==> src/rtl/uart_tcp_pkg.sv <==
// Shared types for the UART transmit path: arbiter FSM states, default
// header tag, command descriptor and the round-robin grant helper.
package uart_tcp_pkg;

    localparam int NUM_SRC = 3;

    // Tag byte placed in front of packets from source 0; source i uses base+i.
    localparam logic [7:0] TAG_BASE_DEFAULT = 8'hA0;

    typedef enum logic [1:0] {
        ST_IDLE  = 2'd0,
        ST_HDR   = 2'd1,
        ST_FWD   = 2'd2,
        ST_DRAIN = 2'd3
    } arb_state_e;

    // Descriptor handed between the TCP command layer and the UART framer.
    typedef struct packed {
        logic [7:0]  opcode;
        logic [15:0] length;
        logic [1:0]  source;
    } tcp_command_info;

    // Round-robin pick: the first valid source in the order
    // last+1, last+2, last+3 (mod 3). Returns last if nothing is valid.
    function automatic logic [1:0] rr_pick(input logic [1:0] last,
                                           input logic [NUM_SRC-1:0] valid);
        logic [1:0] pick;
        int         idx;
        pick = last;
        // Walk the candidates from lowest to highest priority so the
        // highest-priority valid source is the one left in pick.
        for (int i = NUM_SRC; i >= 1; i--) begin
            idx = (int'(last) + i) % NUM_SRC;
            if (valid[idx]) pick = 2'(idx);
        end
        return pick;
    endfunction

endpackage

==> src/rtl/uart_tx_arbiter_if.sv <==
// Stream bundle between the three packet sources, the arbiter and the UART.
//
// Handshake: every stream uses AXI-Stream style valid/ready. A beat transfers
// on a rising clk edge where valid and ready are both high. Once valid is
// raised the sender keeps data/last stable until the transfer; ready may be
// driven combinationally and may change at any time.
interface uart_tx_arbiter_if
    import uart_tcp_pkg::*;
#(
    parameter int DATA_WIDTH = 8
);
    logic [NUM_SRC*DATA_WIDTH-1:0] src_tdata;
    logic [NUM_SRC-1:0]            src_tvalid;
    logic [NUM_SRC-1:0]            src_tready;
    logic [NUM_SRC-1:0]            src_tlast;
    logic [DATA_WIDTH-1:0]         uart_out_tdata;
    logic                          uart_out_tvalid;
    logic                          uart_out_tready;
    logic                          uart_out_tlast;

    // Arbiter side: sinks the sources, drives the UART byte stream.
    modport master (
        input  src_tdata, src_tvalid, src_tlast, uart_out_tready,
        output src_tready, uart_out_tdata, uart_out_tvalid, uart_out_tlast
    );

    // Environment side: drives the sources, sinks the UART byte stream.
    modport slave (
        output src_tdata, src_tvalid, src_tlast, uart_out_tready,
        input  src_tready, uart_out_tdata, uart_out_tvalid, uart_out_tlast
    );
endinterface

==> src/rtl/uart_tx_arbiter.sv <==
// Packet-atomic round-robin arbiter merging three byte streams onto one UART.
// Each granted packet is prefixed with a per-source tag byte and truncated
// (with the remainder drained) once it reaches MAX_LEN payload bytes.
module uart_tx_arbiter
    import uart_tcp_pkg::*;
#(
    parameter int                    DATA_WIDTH = 8,
    parameter int                    MAX_LEN    = 1500,
    parameter logic [DATA_WIDTH-1:0] TAG_BASE   = DATA_WIDTH'(TAG_BASE_DEFAULT)
) (
    input  logic              clk,
    input  logic              rst_n,
    uart_tx_arbiter_if.master bus,
    output logic              busy,
    output logic              overlong,
    output arb_state_e        fsm_state
);

    localparam int CW = $clog2(MAX_LEN + 1);

    arb_state_e            state;
    logic [1:0]            grant;
    logic [1:0]            last_grant;
    logic [CW-1:0]         cnt;
    logic [DATA_WIDTH-1:0] out_data;
    logic                  out_valid;
    logic                  out_last;
    logic                  slot_free;
    logic [DATA_WIDTH-1:0] sel_data;
    logic                  sel_valid;
    logic                  sel_last;
    logic [NUM_SRC-1:0]    ready;

    // The output register can take a new byte when empty or being emptied.
    assign slot_free = !out_valid || bus.uart_out_tready;

    // Steer the granted source's stream to the FSM.
    always_comb begin
        sel_data  = bus.src_tdata[0 +: DATA_WIDTH];
        sel_valid = bus.src_tvalid[0];
        sel_last  = bus.src_tlast[0];
        case (grant)
            2'd1: begin
                sel_data  = bus.src_tdata[DATA_WIDTH +: DATA_WIDTH];
                sel_valid = bus.src_tvalid[1];
                sel_last  = bus.src_tlast[1];
            end
            2'd2: begin
                sel_data  = bus.src_tdata[2*DATA_WIDTH +: DATA_WIDTH];
                sel_valid = bus.src_tvalid[2];
                sel_last  = bus.src_tlast[2];
            end
            default: ;
        endcase
    end

    // Only the granted source is ever ready; while draining it is always ready.
    always_comb begin
        ready = '0;
        case (state)
            ST_FWD:   ready[grant] = slot_free;
            ST_DRAIN: ready[grant] = 1'b1;
            default:  ;
        endcase
    end

    // Arbitration FSM together with the single output register stage.
    always_ff @(posedge clk or negedge rst_n) begin
        if (!rst_n) begin
            state      <= ST_IDLE;
            grant      <= 2'd0;
            last_grant <= 2'd2;
            cnt        <= '0;
            out_data   <= '0;
            out_valid  <= 1'b0;
            out_last   <= 1'b0;
            overlong   <= 1'b0;
        end else begin
            overlong <= 1'b0;
            if (out_valid && bus.uart_out_tready) out_valid <= 1'b0;
            case (state)
                ST_IDLE: begin
                    if (|bus.src_tvalid) begin
                        grant <= rr_pick(last_grant, bus.src_tvalid);
                        state <= ST_HDR;
                    end
                end
                ST_HDR: begin
                    if (slot_free) begin
                        out_data  <= TAG_BASE + DATA_WIDTH'(grant);
                        out_last  <= 1'b0;
                        out_valid <= 1'b1;
                        cnt       <= '0;
                        state     <= ST_FWD;
                    end
                end
                ST_FWD: begin
                    if (sel_valid && slot_free) begin
                        out_data  <= sel_data;
                        out_last  <= sel_last;
                        out_valid <= 1'b1;
                        cnt       <= cnt + 1'b1;
                        if (sel_last) begin
                            last_grant <= grant;
                            state      <= ST_IDLE;
                        end else if (cnt == CW'(MAX_LEN - 1)) begin
                            // Byte MAX_LEN closes the frame; the rest is dropped.
                            out_last <= 1'b1;
                            overlong <= 1'b1;
                            state    <= ST_DRAIN;
                        end
                    end
                end
                ST_DRAIN: begin
                    if (sel_valid && sel_last) begin
                        last_grant <= grant;
                        state      <= ST_IDLE;
                    end
                end
                default: state <= ST_IDLE;
            endcase
        end
    end

    assign bus.src_tready      = ready;
    assign bus.uart_out_tdata  = out_data;
    assign bus.uart_out_tvalid = out_valid;
    assign bus.uart_out_tlast  = out_last;
    assign busy                = (state != ST_IDLE);
    assign fsm_state           = state;

endmodule

==> src/flat_wrapper.sv <==
// flat-port wrapper written by rule: the top's interface ports become plain ports
module uart_tx_arbiter_flat import uart_tcp_pkg::*;
#(
    parameter int                    DATA_WIDTH = 8,
    parameter int                    MAX_LEN    = 1500,
    parameter logic [DATA_WIDTH-1:0] TAG_BASE   = DATA_WIDTH'(TAG_BASE_DEFAULT)
)
  (clk, rst_n, busy, overlong, fsm_state, bus_src_tdata, bus_src_tvalid, bus_src_tlast, bus_uart_out_tready, bus_src_tready, bus_uart_out_tdata, bus_uart_out_tvalid, bus_uart_out_tlast);
  uart_tx_arbiter_if #(.DATA_WIDTH(DATA_WIDTH)) bus_i ();
  input  logic clk;
  input  logic rst_n;
  output logic busy;
  output logic overlong;
  output arb_state_e fsm_state;
  input wire logic [$bits(bus_i.src_tdata)-1:0] bus_src_tdata;
  input wire logic [$bits(bus_i.src_tvalid)-1:0] bus_src_tvalid;
  input wire logic [$bits(bus_i.src_tlast)-1:0] bus_src_tlast;
  input wire logic [$bits(bus_i.uart_out_tready)-1:0] bus_uart_out_tready;
  output wire logic [$bits(bus_i.src_tready)-1:0] bus_src_tready;
  output wire logic [$bits(bus_i.uart_out_tdata)-1:0] bus_uart_out_tdata;
  output wire logic [$bits(bus_i.uart_out_tvalid)-1:0] bus_uart_out_tvalid;
  output wire logic [$bits(bus_i.uart_out_tlast)-1:0] bus_uart_out_tlast;
  assign bus_i.src_tdata = bus_src_tdata;
  assign bus_i.src_tvalid = bus_src_tvalid;
  assign bus_i.src_tlast = bus_src_tlast;
  assign bus_i.uart_out_tready = bus_uart_out_tready;
  assign bus_src_tready = bus_i.src_tready;
  assign bus_uart_out_tdata = bus_i.uart_out_tdata;
  assign bus_uart_out_tvalid = bus_i.uart_out_tvalid;
  assign bus_uart_out_tlast = bus_i.uart_out_tlast;
  uart_tx_arbiter #(.DATA_WIDTH(DATA_WIDTH), .MAX_LEN(MAX_LEN), .TAG_BASE(TAG_BASE)) u_core (.clk(clk), .rst_n(rst_n), .bus(bus_i), .busy(busy), .overlong(overlong), .fsm_state(fsm_state));
endmodule
==> config.mk <==
export PLATFORM = sky130hd
export DESIGN_NAME = uart_tx_arbiter_flat
export DESIGN_NICKNAME = d
export VERILOG_FILES = /design/src/rtl/uart_tcp_pkg.sv /design/src/rtl/uart_tx_arbiter_if.sv /design/src/rtl/uart_tx_arbiter.sv /design/src/flat_wrapper.sv
export SDC_FILE = /design/constraint.sdc
export NUM_CORES = 1
export LEC_CHECK = 0
export ABC_AREA = 1
export ABC_CLOCK_PERIOD_IN_PS = 1600
export CAP_MARGIN = 20
export CORE_MARGIN = 4
export CORE_UTILIZATION = 30
export DETAILED_ROUTE_END_ITERATION = 12
export GPL_TIMING_DRIVEN = 0
export HOLD_SLACK_MARGIN = 0.12
export PLACE_DENSITY = 0.63
export SLEW_MARGIN = 20
export SYNTH_ARGS = -nofsm -noshare
export SYNTH_HDL_FRONTEND = slang
export SYNTH_SLANG_ARGS = --single-unit
==> constraint.sdc <==
create_clock -name clk -period 1.6 [get_ports clk]
set_input_delay 0.4 -clock clk [delete_from_list [all_inputs] [get_ports clk]]
set_output_delay 0.4 -clock clk [all_outputs]
set_load 0.01 [all_outputs]
==> reports/results.tsv <==
stage	metric	value	unit
grt	M3 GR Usage	0.0295	
grt	met2 usage	0.282	
die	Die Height	91.8	µm
drt	DRC viols	0	
min_path	hold crit path type	in -> async	
logic_synthesis	number of synthesized register bits	28	
grt	GR Overflow Total	0	
power	PD cells	1940	nW/µm²
die	io pins	50	
status	status	finished, violations left	
drt	Starting DRT DRC Count	93	
die	Initial Utilization	0.310	
layout	Ant. Diodes	0	
drt	wirelength, routed	6260	µm
drt	wire length per cell	13.3	µm
grt	GR peak layer	met2	
clock_network	CTS Buf Count	3	
power	Max IR drop VDD	0.980	mV
logic_synthesis	adder-cell share of the synthesized area	0.0712	
logic_synthesis	Cells after Synth	285	
logic_synthesis	synthesized area per cell	7.40	µm²
sta	Final Hold Viols	0	
logic_synthesis	Main synth FF type	dfrtp_1	
die	chip width	91.8	µm
clock_network	clock root cell	clkbuf_8	
layout	layout cells sized above 1	0.355	
clock_network	clock latency on the worst-skew pair	0.28	ns
sta	Slew Limit Fails	0	
clock_network	htree depth	1	
placement	IO buf count	49	
critical_path	CP Data Required Time	1.20	ns
sta	skew final	0.00207	ns
die	Core Region	6790	µm²
logic_synthesis	Synth top area share	0.320	
logic_synthesis	synth top area cells	dfrtp_1, nand2_1, ha_1	
sta	Final WS setup	-0.225	ns
drt	via-per-instance ratio	4.71	
logic_synthesis	main combinational cell family by area after synthesis	simple AND/OR/NAND/NOR gates	
sta	Final setup viols	28	
logic_synthesis	xor-xnor portion of the synthesized cell area	0.00831	
sta	final critical-path share of the clock period	1.14	
logic_synthesis	EDFF count, synth	0	
sta	TNS Setup	-2.55	ns
logic_synthesis	Seq/Total Area, Yosys	0.333	
logic_synthesis	Synth Area in Compound Gates	0.155	
clock_network	CTS Buffer Depth	2	
grt	vias in the first global route	2242	
grt	GR Util met1	0.187	
logic_synthesis	cell with the most instances after synthesis	nand2_1	
critical_path	CP arrival	1.42	ns
sta	Worst-Margin Slew	0.672	ns
layout	Synth-to-Final Area Change	65.5	%
clock_network	Sink Count	28	
critical_path	Worst Path Class, Setup	reg -> out	
critical_path	CP Capture Type	primary output	
clock_network	TritonCTS clock tree	done	
logic_synthesis	mapped cell area	2110	µm²
die	die area	8430	µm²
drt	drt pass-1 iters	4	
logic_synthesis	ys async rst share	1.00	
sta	achievable frequency	548	MHz
grt	first-pass GRT wire length	10600	µm
placement	hpwl dp	4270	µm
sta	final period demand of the worst path	1.82	ns
power	Leak	1.61	nW
grt	overall routing resource usage	0.155	
power	Total Power Consumption	0.00675	W
grt	largest net degree at the start of global routing	29	
grt	initial antenna violation count	0	
status	failing checks	setup timing	
sta	Fin Hold WS	0.142	ns
layout	Final #Nets	421	
sta	unrepaired setup endpoints after global routing	yes	
sta	Slew headroom	0.552	
die	FP Rows	30	
drt	post-route ant nets	0	
logic_synthesis	Commonest cells post-synth	nand2_1, inv_1, dfrtp_1, nor2_1, nand3_1	
flow_run	max-cap violations	0	
logic_synthesis	Synth Area in Simple Gates	0.322	
drt	vias	2218	
logic_synthesis	multiplexer share of the synthesized area	0	
critical_path	critical path launch point type	flip-flop	
logic_synthesis	Post-Syn Nets	330	
logic_synthesis	post-synth top area cell	dfrtp_1	
logic_synthesis	Distinct cells, synth	34	
critical_path	CP Max Fanout	4	
clock_network	CTS clk-pin slew, worst paths	0.10	ns
logic_synthesis	Ys Warns	0	
placement	Routability Congestion	0.847	
-- power breakdown --
group	total [W]	switching [W]	internal [W]
clock network	0.000456	0.000235	0.000221
registers	0.00104	0.000153	0.000891
logic	0.00525	0.00267	0.00259
total	0.00675	0.00305	0.00370
-- cell families after synthesis --
family                     after synthesis
buffers and inverters                   48
adders and majority gates               12
and+or+nand+nor                        143
AOI/OAI and AO/OA                       52
xor gates and xnor gates                 2
DFF                                     28
-- flip-flops by register name, indices dropped and copies added, names as in the netlist --
name,flops
u_core.bus.uart_out_tlast,1
u_core.cnt,11
u_core.bus.uart_out_tvalid,1
u_core.overlong,1
u_core.fsm_state,2
u_core.bus.uart_out_tdata,8
u_core.last_grant,2
u_core.grant,2
-- what timing repair did --
item / 4_1_cts / 5_1_grt
endpoints found under the setup margin: 36 / 40
pin swaps: 27 / 15
gates cloned: 3 / 0
gates resized for setup: 88 / 36
setup buffers: 32 / 7
hold buffers: 0 / 0
-- layout by cell type, fill, tap and decap left out, types with 5 or more instances in the layout --
cell	n
a21oi_1	14
buf_2	5
buf_4	30
buf_6	10
clkdlybuf4s50_1	31
dfrtp_1	24
dlymetal6s2s_1	7
ha_4	9
inv_1	28
inv_2	7
nand2_1	63
nand2_2	5
nand3_1	13
nand4_1	12
nor2_1	11
nor2_2	8
nor2_4	7
nor3_1	6
o21ai_0	9
o21ai_1	11
-- worst paths after layout --
check | cells after the start | slack [ns] | end | startpoint
worst max-delay path | 5 | -0.22 | bus_src_tready[0] | u_core.fsm_state[0]
worst min-delay path | 1 | 0.14 | u_core.grant[1] | rst_n
worst max register to register | 10 | -0.14 | u_core.bus.uart_out_tdata[3] | u_core.fsm_state[0]
worst min register to register | 2 | 0.49 | u_core.bus.uart_out_tdata[1] | u_core.bus.uart_out_tdata[1]
max in group asynchronous | 1 | 0.99 | u_core.fsm_state[0] | rst_n
min in group clk | 2 | 0.49 | u_core.bus.uart_out_tdata[1] | u_core.bus.uart_out_tdata[1]
-- worst max-delay path, stage by stage (launching register included) --
cell	delay, ns
dfrtp_2	0.44
buf_4	0.17
ha_4	0.18
nor2_4	0.16
nor2_2	0.05
buf_2	0.14
-- through the flow --
step	area, µm²	setup WS, ns	instances	util
2_1_floorplan	2140	-0.0111	285	-
3_3_place_gp	2750	-0.721	430	0.405
3_5_place_dp	2750	-0.742	430	0.404
4_1_cts	3310	-0.238	467	0.487
5_1_grt	3490	-0.319	471	0.514
6_report	3490	-0.225	471	0.514
-- layout make-up --
class                           instances  area, µm²
Timing Repair Buffer                   90        893
Multi-Input combinational cell        209       1480
Buffer                                  5       65.1
Inverter                               39        169
Tap cell                               96        120
Fill cell                             645       3300
Sequential cell                        28        706
Clock buffer                            4       55.1
-- layer usage --
layer  up-vias  wire length, µm
met5         -                0
met4         0               65
met3         8              229
met2        39             3260
met1      1047             2700
li1       1124                -
Power figures use the tool's default switching activity.
